<file path="config.mk">
export PLATFORM = sky130hd
export DESIGN_NAME = reorder_buffer
export DESIGN_NICKNAME = d
export VERILOG_FILES = /design/src/rtl/reorder_buffer.sv
export SDC_FILE = /design/constraint.sdc
export NUM_CORES = 2
export LEC_CHECK = 0
export CAP_MARGIN = 10
export CELL_PAD_IN_SITES_DETAIL_PLACEMENT = 0
export CELL_PAD_IN_SITES_GLOBAL_PLACEMENT = 2
export CORE_MARGIN = 2
export CORE_UTILIZATION = 44
export CTS_BUF_LIST = sky130_fd_sc_hd__clkbuf_2 sky130_fd_sc_hd__clkbuf_4 sky130_fd_sc_hd__clkbuf_8
export CTS_CLUSTER_DIAMETER = 150
export DETAILED_ROUTE_END_ITERATION = 7
export PLACE_DENSITY_LB_ADDON = 0.2
export SLEW_MARGIN = 30
export SYNTH_ARGS = -nofsm -noshare
export SYNTH_HDL_FRONTEND = slang
export SYNTH_SLANG_ARGS = --single-unit
</file>
<file path="constraint.sdc">
create_clock -name clk_in -period 5.3 [get_ports clk_in]
set_clock_uncertainty 0.05 [all_clocks]
set_input_delay 1.06 -clock clk_in [delete_from_list [all_inputs] [get_ports clk_in]]
set_output_delay 1.06 -clock clk_in [all_outputs]
set_load 0.01 [all_outputs]
</file>
<file path="src/rtl/reorder_buffer.sv">
// In-order retirement queue: allocates ROB ids at issue, snoops RS/LSB results, bypasses operands, retires one entry per cycle.
// Latency: issue with a known result retires one edge later; a result broadcast retires no earlier than the edge after it is captured.
// Backpressure: registered full stops upstream issue; rdy_in low freezes all state and suppresses commit/flush pulses.
module reorder_buffer #(
    parameter int ROB_WIDTH_BIT = 4
) (
    input  logic                     clk_in,
    input  logic                     rst_n_in,
    input  logic                     rdy_in,
    // issue side
    input  logic                     issue_valid,
    input  logic [1:0]               issue_type,
    input  logic [4:0]               issue_rd,
    input  logic                     issue_done,
    input  logic [31:0]              issue_value,
    input  logic                     issue_pred_taken,
    input  logic [31:0]              issue_alt_pc,
    output logic [ROB_WIDTH_BIT-1:0] issue_rob_id,
    output logic                     full,
    // result broadcasts
    input  logic                     rs_ready,
    input  logic [ROB_WIDTH_BIT-1:0] rs_rob_id,
    input  logic [31:0]              rs_value,
    input  logic                     lsb_ready,
    input  logic [ROB_WIDTH_BIT-1:0] lsb_rob_id,
    input  logic [31:0]              lsb_value,
    // operand queries
    input  logic [ROB_WIDTH_BIT-1:0] qry1_id,
    input  logic [ROB_WIDTH_BIT-1:0] qry2_id,
    output logic                     qry1_ready,
    output logic [31:0]              qry1_value,
    output logic                     qry2_ready,
    output logic [31:0]              qry2_value,
    // retirement
    output logic                     commit_valid,
    output logic [1:0]               commit_type,
    output logic [ROB_WIDTH_BIT-1:0] commit_rob_id,
    output logic [4:0]               commit_rd,
    output logic [31:0]              commit_value,
    output logic                     flush,
    output logic [31:0]              flush_pc,
    output logic                     halt
);

    localparam int DEPTH = 1 << ROB_WIDTH_BIT;
    localparam int CNT_W = ROB_WIDTH_BIT + 1;

    localparam logic [1:0] T_REG    = 2'd0;
    localparam logic [1:0] T_BRANCH = 2'd2;
    localparam logic [1:0] T_EXIT   = 2'd3;

    typedef struct packed {
        logic        busy;
        logic        done;
        logic [1:0]  kind;
        logic [4:0]  rd;
        logic [31:0] value;
        logic        pred_taken;
        logic [31:0] alt_pc;
    } rob_entry_t;

    rob_entry_t               ent [DEPTH];
    logic [ROB_WIDTH_BIT-1:0] head;
    logic [ROB_WIDTH_BIT-1:0] tail;
    logic [CNT_W-1:0]         count;

    rob_entry_t       head_ent;
    logic             do_commit;
    logic             mispredict;
    logic             do_issue;
    logic [CNT_W-1:0] next_count;
    logic             iss_done;
    logic [31:0]      iss_value;

    assign issue_rob_id = tail;

    // Retire/flush/issue decisions for this edge; a mispredict kills the same-edge issue.
    always_comb begin
        head_ent   = ent[head];
        do_commit  = rdy_in && !halt && head_ent.busy && head_ent.done;
        mispredict = do_commit && (head_ent.kind == T_BRANCH) &&
                     (head_ent.value[0] != head_ent.pred_taken);
        do_issue   = rdy_in && issue_valid && !mispredict;
        if (mispredict) begin
            next_count = '0;
        end else begin
            next_count = count + CNT_W'(do_issue) - CNT_W'(do_commit);
        end
    end

    // Result for the entry being allocated: known at issue, or caught from a same-cycle broadcast (lsb first).
    always_comb begin
        iss_done  = issue_done;
        iss_value = issue_value;
        if (!issue_done) begin
            if (lsb_ready && (lsb_rob_id == tail)) begin
                iss_done  = 1'b1;
                iss_value = lsb_value;
            end else if (rs_ready && (rs_rob_id == tail)) begin
                iss_done  = 1'b1;
                iss_value = rs_value;
            end
        end
    end

    // Operand lookup: live broadcast bypass (lsb first), then a completed entry, else not ready.
    always_comb begin
        qry1_ready = 1'b0;
        qry1_value = '0;
        qry2_ready = 1'b0;
        qry2_value = '0;
        if (lsb_ready && (lsb_rob_id == qry1_id)) begin
            qry1_ready = 1'b1;
            qry1_value = lsb_value;
        end else if (rs_ready && (rs_rob_id == qry1_id)) begin
            qry1_ready = 1'b1;
            qry1_value = rs_value;
        end else if (ent[qry1_id].done) begin
            qry1_ready = 1'b1;
            qry1_value = ent[qry1_id].value;
        end
        if (lsb_ready && (lsb_rob_id == qry2_id)) begin
            qry2_ready = 1'b1;
            qry2_value = lsb_value;
        end else if (rs_ready && (rs_rob_id == qry2_id)) begin
            qry2_ready = 1'b1;
            qry2_value = rs_value;
        end else if (ent[qry2_id].done) begin
            qry2_ready = 1'b1;
            qry2_value = ent[qry2_id].value;
        end
    end

    // Entry storage: writeback capture on busy entries, retire clears busy at head, issue fills tail; flush wipes all.
    always_ff @(posedge clk_in or negedge rst_n_in) begin
        if (!rst_n_in) begin
            for (int i = 0; i < DEPTH; i++) begin
                ent[i] <= '0;
            end
        end else if (rdy_in) begin
            if (mispredict) begin
                for (int i = 0; i < DEPTH; i++) begin
                    ent[i].busy <= 1'b0;
                    ent[i].done <= 1'b0;
                end
            end else begin
                for (int i = 0; i < DEPTH; i++) begin
                    if (ent[i].busy) begin
                        if (lsb_ready && (lsb_rob_id == ROB_WIDTH_BIT'(i))) begin
                            ent[i].done  <= 1'b1;
                            ent[i].value <= lsb_value;
                        end else if (rs_ready && (rs_rob_id == ROB_WIDTH_BIT'(i))) begin
                            ent[i].done  <= 1'b1;
                            ent[i].value <= rs_value;
                        end
                    end
                end
                if (do_commit) begin
                    ent[head].busy <= 1'b0;
                end
                if (do_issue) begin
                    ent[tail] <= '{busy:       1'b1,
                                   done:       iss_done,
                                   kind:       issue_type,
                                   rd:         issue_rd,
                                   value:      iss_value,
                                   pred_taken: issue_pred_taken,
                                   alt_pc:     issue_alt_pc};
                end
            end
        end
    end

    // Pointers, occupancy and the registered full flag.
    always_ff @(posedge clk_in or negedge rst_n_in) begin
        if (!rst_n_in) begin
            head  <= '0;
            tail  <= '0;
            count <= '0;
            full  <= 1'b0;
        end else if (rdy_in) begin
            if (mispredict) begin
                head <= '0;
                tail <= '0;
            end else begin
                head <= head + ROB_WIDTH_BIT'(do_commit);
                tail <= tail + ROB_WIDTH_BIT'(do_issue);
            end
            count <= next_count;
            full  <= (next_count == CNT_W'(DEPTH));
        end
    end

    // Retire and redirect pulses; payload fields hold their last value between retirements.
    always_ff @(posedge clk_in or negedge rst_n_in) begin
        if (!rst_n_in) begin
            commit_valid  <= 1'b0;
            commit_type   <= '0;
            commit_rob_id <= '0;
            commit_rd     <= '0;
            commit_value  <= '0;
            flush         <= 1'b0;
            flush_pc      <= '0;
        end else begin
            commit_valid <= 1'b0;
            flush        <= 1'b0;
            if (do_commit) begin
                commit_valid  <= 1'b1;
                commit_type   <= head_ent.kind;
                commit_rob_id <= head;
                commit_rd     <= (head_ent.kind == T_REG) ? head_ent.rd : 5'd0;
                commit_value  <= head_ent.value;
            end
            if (mispredict) begin
                flush    <= 1'b1;
                flush_pc <= head_ent.alt_pc;
            end
        end
    end

    // Sticky halt once an exit entry retires; it also blocks any later retirement.
    always_ff @(posedge clk_in or negedge rst_n_in) begin
        if (!rst_n_in) begin
            halt <= 1'b0;
        end else if (do_commit && (head_ent.kind == T_EXIT)) begin
            halt <= 1'b1;
        end
    end

endmodule

</file>
==> reports/results.txt <==
Of the available clock period, the critical path in the final layout requires 98.43%. The run gives 35.81 mW as the total power. Worst hold slack: 0.4251 ns. The setup TNS is 0 ns, and the number of remaining DRC errors is 0. After synthesis, the largest family of logic cells by area is multiplexers. The die is 420.9 um wide. The number of enable flip-flop cells after synthesis came out at 0. The placed instance count came out at 8640.

TritonCTS built the clock tree. Across every metal layer, demand over resource in global routing totals 36.04%. The layout has 15222 filler cells. Number of hold violations in the final report: 0.

In the final layout, the multi-input gates occupy 41820 um2. Time the worst path needs with I/O delays and setup: 5.217 ns. For this run, the slowest stage of the critical path takes 0.70 ns. The share of synthesized cell area in and, or, nand and nor gates is 6.586%. The fraction of final layout cells sized beyond drive strength 1 is 26.86%, and the post-synth design cell area is 76470 um2.

The first-pass GRT wire length was 457000 um. The routability-driven placement congestion ratio came out at 0.8902. The peak supply drop is 338.5 uV, and the count of H-tree levels built during CTS is 4. At the end of the flow, the number of nets in the layout was 6712.

The tool flagged a number of max-cap violations equal to 0. The largest individual stage delay along the critical path comes from the cell sky130_fd_sc_hd__o21ai_0. STA classifies the critical path endpoint as an output pin.

Cells fill 50.79% of the core in the end. Walking the worst path, the cells encountered are buf_2 > xor2_1 > nor4_2 > buf_12 > a21oi_1 > o21ai_0 > clkdlybuf4s50_1. The highest clock frequency the design can meet is 191.7 MHz. The tools report the number of clock sinks seen by CTS as 1276.

The initial antenna violation count is 23, and the number of clock buffers inserted by TritonCTS is 224. Counting distinct cell types in the post-synthesis netlist gives 69. The routed wirelength normalized by instance count is 35.28 um, and the final count of pins violating max slew is 0. In this run the static leakage power is 36.94 nW.

The required arrival time at the worst endpoint came out at 4.19 ns. The count of TritonRoute iterations in the first routing pass was 6; the normalized max-slew margin was 21.75%. After synthesis, the mean cell area works out to 11.89 um2. The cell sitting at the root of the clock tree is a sky130_fd_sc_hd__clkbuf_8. The post-synthesis instance total is 6433, and the worst-margin pin slew is 1.174 ns.

The post-CTS clock slew at the launch and capture registers of the worst setup and hold paths works out to 0.06 ns. The xor and xnor area share after synthesis is 0.3534%. The region available for standard cell placement spans 173200 um2. Area growth from synthesis to layout: 15.08%.

The run gives 189200 um as the HPWL reported at the end of detailed placement. The share of flip-flops with an asynchronous set or reset after synthesis is 100.0%. The first routing iteration left 6997 violations. During I/O placement, the number of pins put on the boundary was 308. The share of the yosys chip area belonging to registers came out at 41.76%. Post-route antenna net violation count: 0. After synthesis the netlist holds a flip-flop and latch count of 1276. The path type of the worst setup path is primary input to output pin. Setup violations remaining at the end of the flow were counted as 0. At the worst endpoint, the arrival time is 4.11 ns. The die covers 177100 um2. The share of the synthesized area in compound gates (AO/OA/AOI/OAI) came out at 11.20%.

The via count of the first global-routing pass came out at 61244. The count of cells in the finished layout, fillers not included, comes to 9054. Sequential cell area in the final layout: 31940 um2.

The detail-routed via count per cell is 6.786, and the number of port buffers is 307. The final layout contains routed wiring with a total length of 319500 um. The nature of the critical path startpoint is a primary input. The Yosys step of the flow raised 0 warnings. When the netlist entered floorplanning its net count stood at 6601. The initial utilization of the core area, before any placement, comes to 44.14%.

Of the total synthesized cell area, the portion taken by full adders, half adders and majority gates is 0.1571%. Summing over every cut layer, the via total after detailed routing is 61442. In this run the worst path has a maximum fanout of 17.

The flow ran to the end, and the final reports show no timing, DRC or antenna violations. Entering global routing, the biggest net connects 131 pins. Setup repair after global routing left no endpoint under its margin. For this design the ratio of total power to cell area is 406.9 nW/um2. The min-delay analysis places its worst path in the category flop to flop.

The later pin in the worst-skew pair is clocked with a latency of 1.03 ns. The vertical extent of the die is 420.9 um, and the register-to-register setup slack is 0.54 ns. The multiplexer area fraction after synthesis works out to 35.58%. In the synthesized netlist the dominant register cell turns out to be sky130_fd_sc_hd__dfrtp_1. The sum of overflow across all layers after global routing is 0. The floorplan has 153 rows.

The maximum buffer depth of the clock tree came out at 3.
## cell families (layout without fill, tap and decap cells)
group | after synthesis | after routing
AOI/OAI and AO/OA | 1331 | 1331
adders and majority gates | 9 | 9
buffers and inverters | 803 | 1087
and+or+nand+nor | 1217 | 1217
DFF | 1276 | 1276
muxes | 1767 | 1767
other | 0 | 12
xor gates and xnor gates | 30 | 30
## repair_timing
item	in CTS	in global routing
setup buffers	0	0
hold buffers	1	0
endpoints found under the hold margin	3	0
gates resized for setup	0	0
## state kept, by name, summed over array words and instances, names as in the netlist
name and count:
commit_rd 5, issue_rob_id 4, commit_type 2, head 4
commit_value 32, commit_valid 1, halt 1, count 5
ent 1184, flush 1, commit_rob_id 4, flush_pc 32
full 1
## final cells by class
| cell class | instances | share of cell area (%) |
|---|---|---|
| sequential | 1276 | 36.30 |
| multi-input combinational | 4354 | 47.52 |
| antenna | 12 | 0.03412 |
| inverter | 56 | 0.2474 |
| timing repair buffer | 632 | 7.014 |
| clock buffer | 369 | 5.167 |
| tap | 2325 | 3.306 |
| clock inverter | 30 | 0.4081 |
## Yosys cell counts (92+ instances only)
cell type                   number  area [um2]
sky130_fd_sc_hd__dfrtp_1      1276       31930
sky130_fd_sc_hd__mux4_2        693       15610
sky130_fd_sc_hd__nand2_1       638        2395
sky130_fd_sc_hd__clkbuf_1      501        1881
sky130_fd_sc_hd__a21oi_1       468        2342
sky130_fd_sc_hd__mux2_1        400        4504
sky130_fd_sc_hd__mux2i_1       396        3964
sky130_fd_sc_hd__nor2_1        294        1104
sky130_fd_sc_hd__mux2_2        278        3131
sky130_fd_sc_hd__o21ai_0       262        1311
sky130_fd_sc_hd__o221ai_1      215        1883
sky130_fd_sc_hd__nor3_1        206        1031
sky130_fd_sc_hd__o2bb2ai_1     163        1428
sky130_fd_sc_hd__buf_1         105       394.1
sky130_fd_sc_hd__buf_2          92       460.4
## layer usage
metal | part of all wire, % | track usage [%] | vias to the layer above
li1 | - | - | 24813
met1 | 39 | 47.32 | 31707
met2 | 44 | 53.52 | 3900
met3 | 11 | 10.95 | 1004
met4 | 6.3 | 19.65 | 18
met5 | 0.037 | 0 | -
## cells in the final DEF (no fill, tap or decap), types with 23 or more instances in the layout
cell type / instances
sky130_fd_sc_hd__o22ai_1: 89
sky130_fd_sc_hd__inv_1: 23
sky130_fd_sc_hd__mux4_2: 693
sky130_fd_sc_hd__o2bb2ai_1: 163
sky130_fd_sc_hd__a21oi_1: 468
sky130_fd_sc_hd__nor2_1: 267
sky130_fd_sc_hd__mux2_1: 400
sky130_fd_sc_hd__nand2_1: 626
sky130_fd_sc_hd__nor2_4: 29
sky130_fd_sc_hd__o21ai_0: 262
sky130_fd_sc_hd__o221ai_1: 215
sky130_fd_sc_hd__mux2i_1: 396
sky130_fd_sc_hd__clkbuf_4: 85
sky130_fd_sc_hd__nor3_1: 202
sky130_fd_sc_hd__dfrtp_1: 1273
sky130_fd_sc_hd__o22a_1: 32
sky130_fd_sc_hd__buf_4: 271
sky130_fd_sc_hd__clkinv_1: 30
sky130_fd_sc_hd__clkdlybuf4s50_1: 296
sky130_fd_sc_hd__buf_12: 49
sky130_fd_sc_hd__a31oi_1: 32
sky130_fd_sc_hd__mux2_2: 278
sky130_fd_sc_hd__clkbuf_8: 284
## through the flow
stage          worst slack [ns]  cell area, um2
6_report                0.08347           88000
5_1_grt                  0.1033           87980
4_1_cts                  0.2736           87920
3_5_place_dp             0.2809           83000
3_3_place_gp             0.2993           82960
2_1_floorplan            0.6115           76470
## critical path: cells and delay by family
family / cells / cell delay [ns]
compound gates: 2 / 0.78
buf+inv: 3 / 1.39
simple gates: 1 / 0.67
xor+xnor: 1 / 0.16
## worst paths after layout
| kind | endpoint | startpoint | cells past startpoint |
|---|---|---|---|
| setup / recovery | qry2_value[0] | qry2_id[3] | 7 |
| hold / removal | flush_pc[28]$_DFFE_PN0N_ | flush_pc[28]$_DFFE_PN0N_ | 2 |
| setup reg to reg | ent[711]$_DFFE_PN0P_ | head[0]$_DFFE_PN0P_ | 10 |
| hold reg to reg | flush_pc[28]$_DFFE_PN0N_ | flush_pc[28]$_DFFE_PN0N_ | 2 |
| max in group asynchronous | ent[1134]$_DFFE_PN0P_ | rst_n_in | 3 |
| min in group asynchronous | commit_value[6]$_DFFE_PN0N_ | rst_n_in | 2 |
## power by group
group	switching (mW)	internal, mW
combinational	4.82	5.91
sequential	2.44	12.6
clock	4.47	5.60
Power figures use the tool's default switching activity.
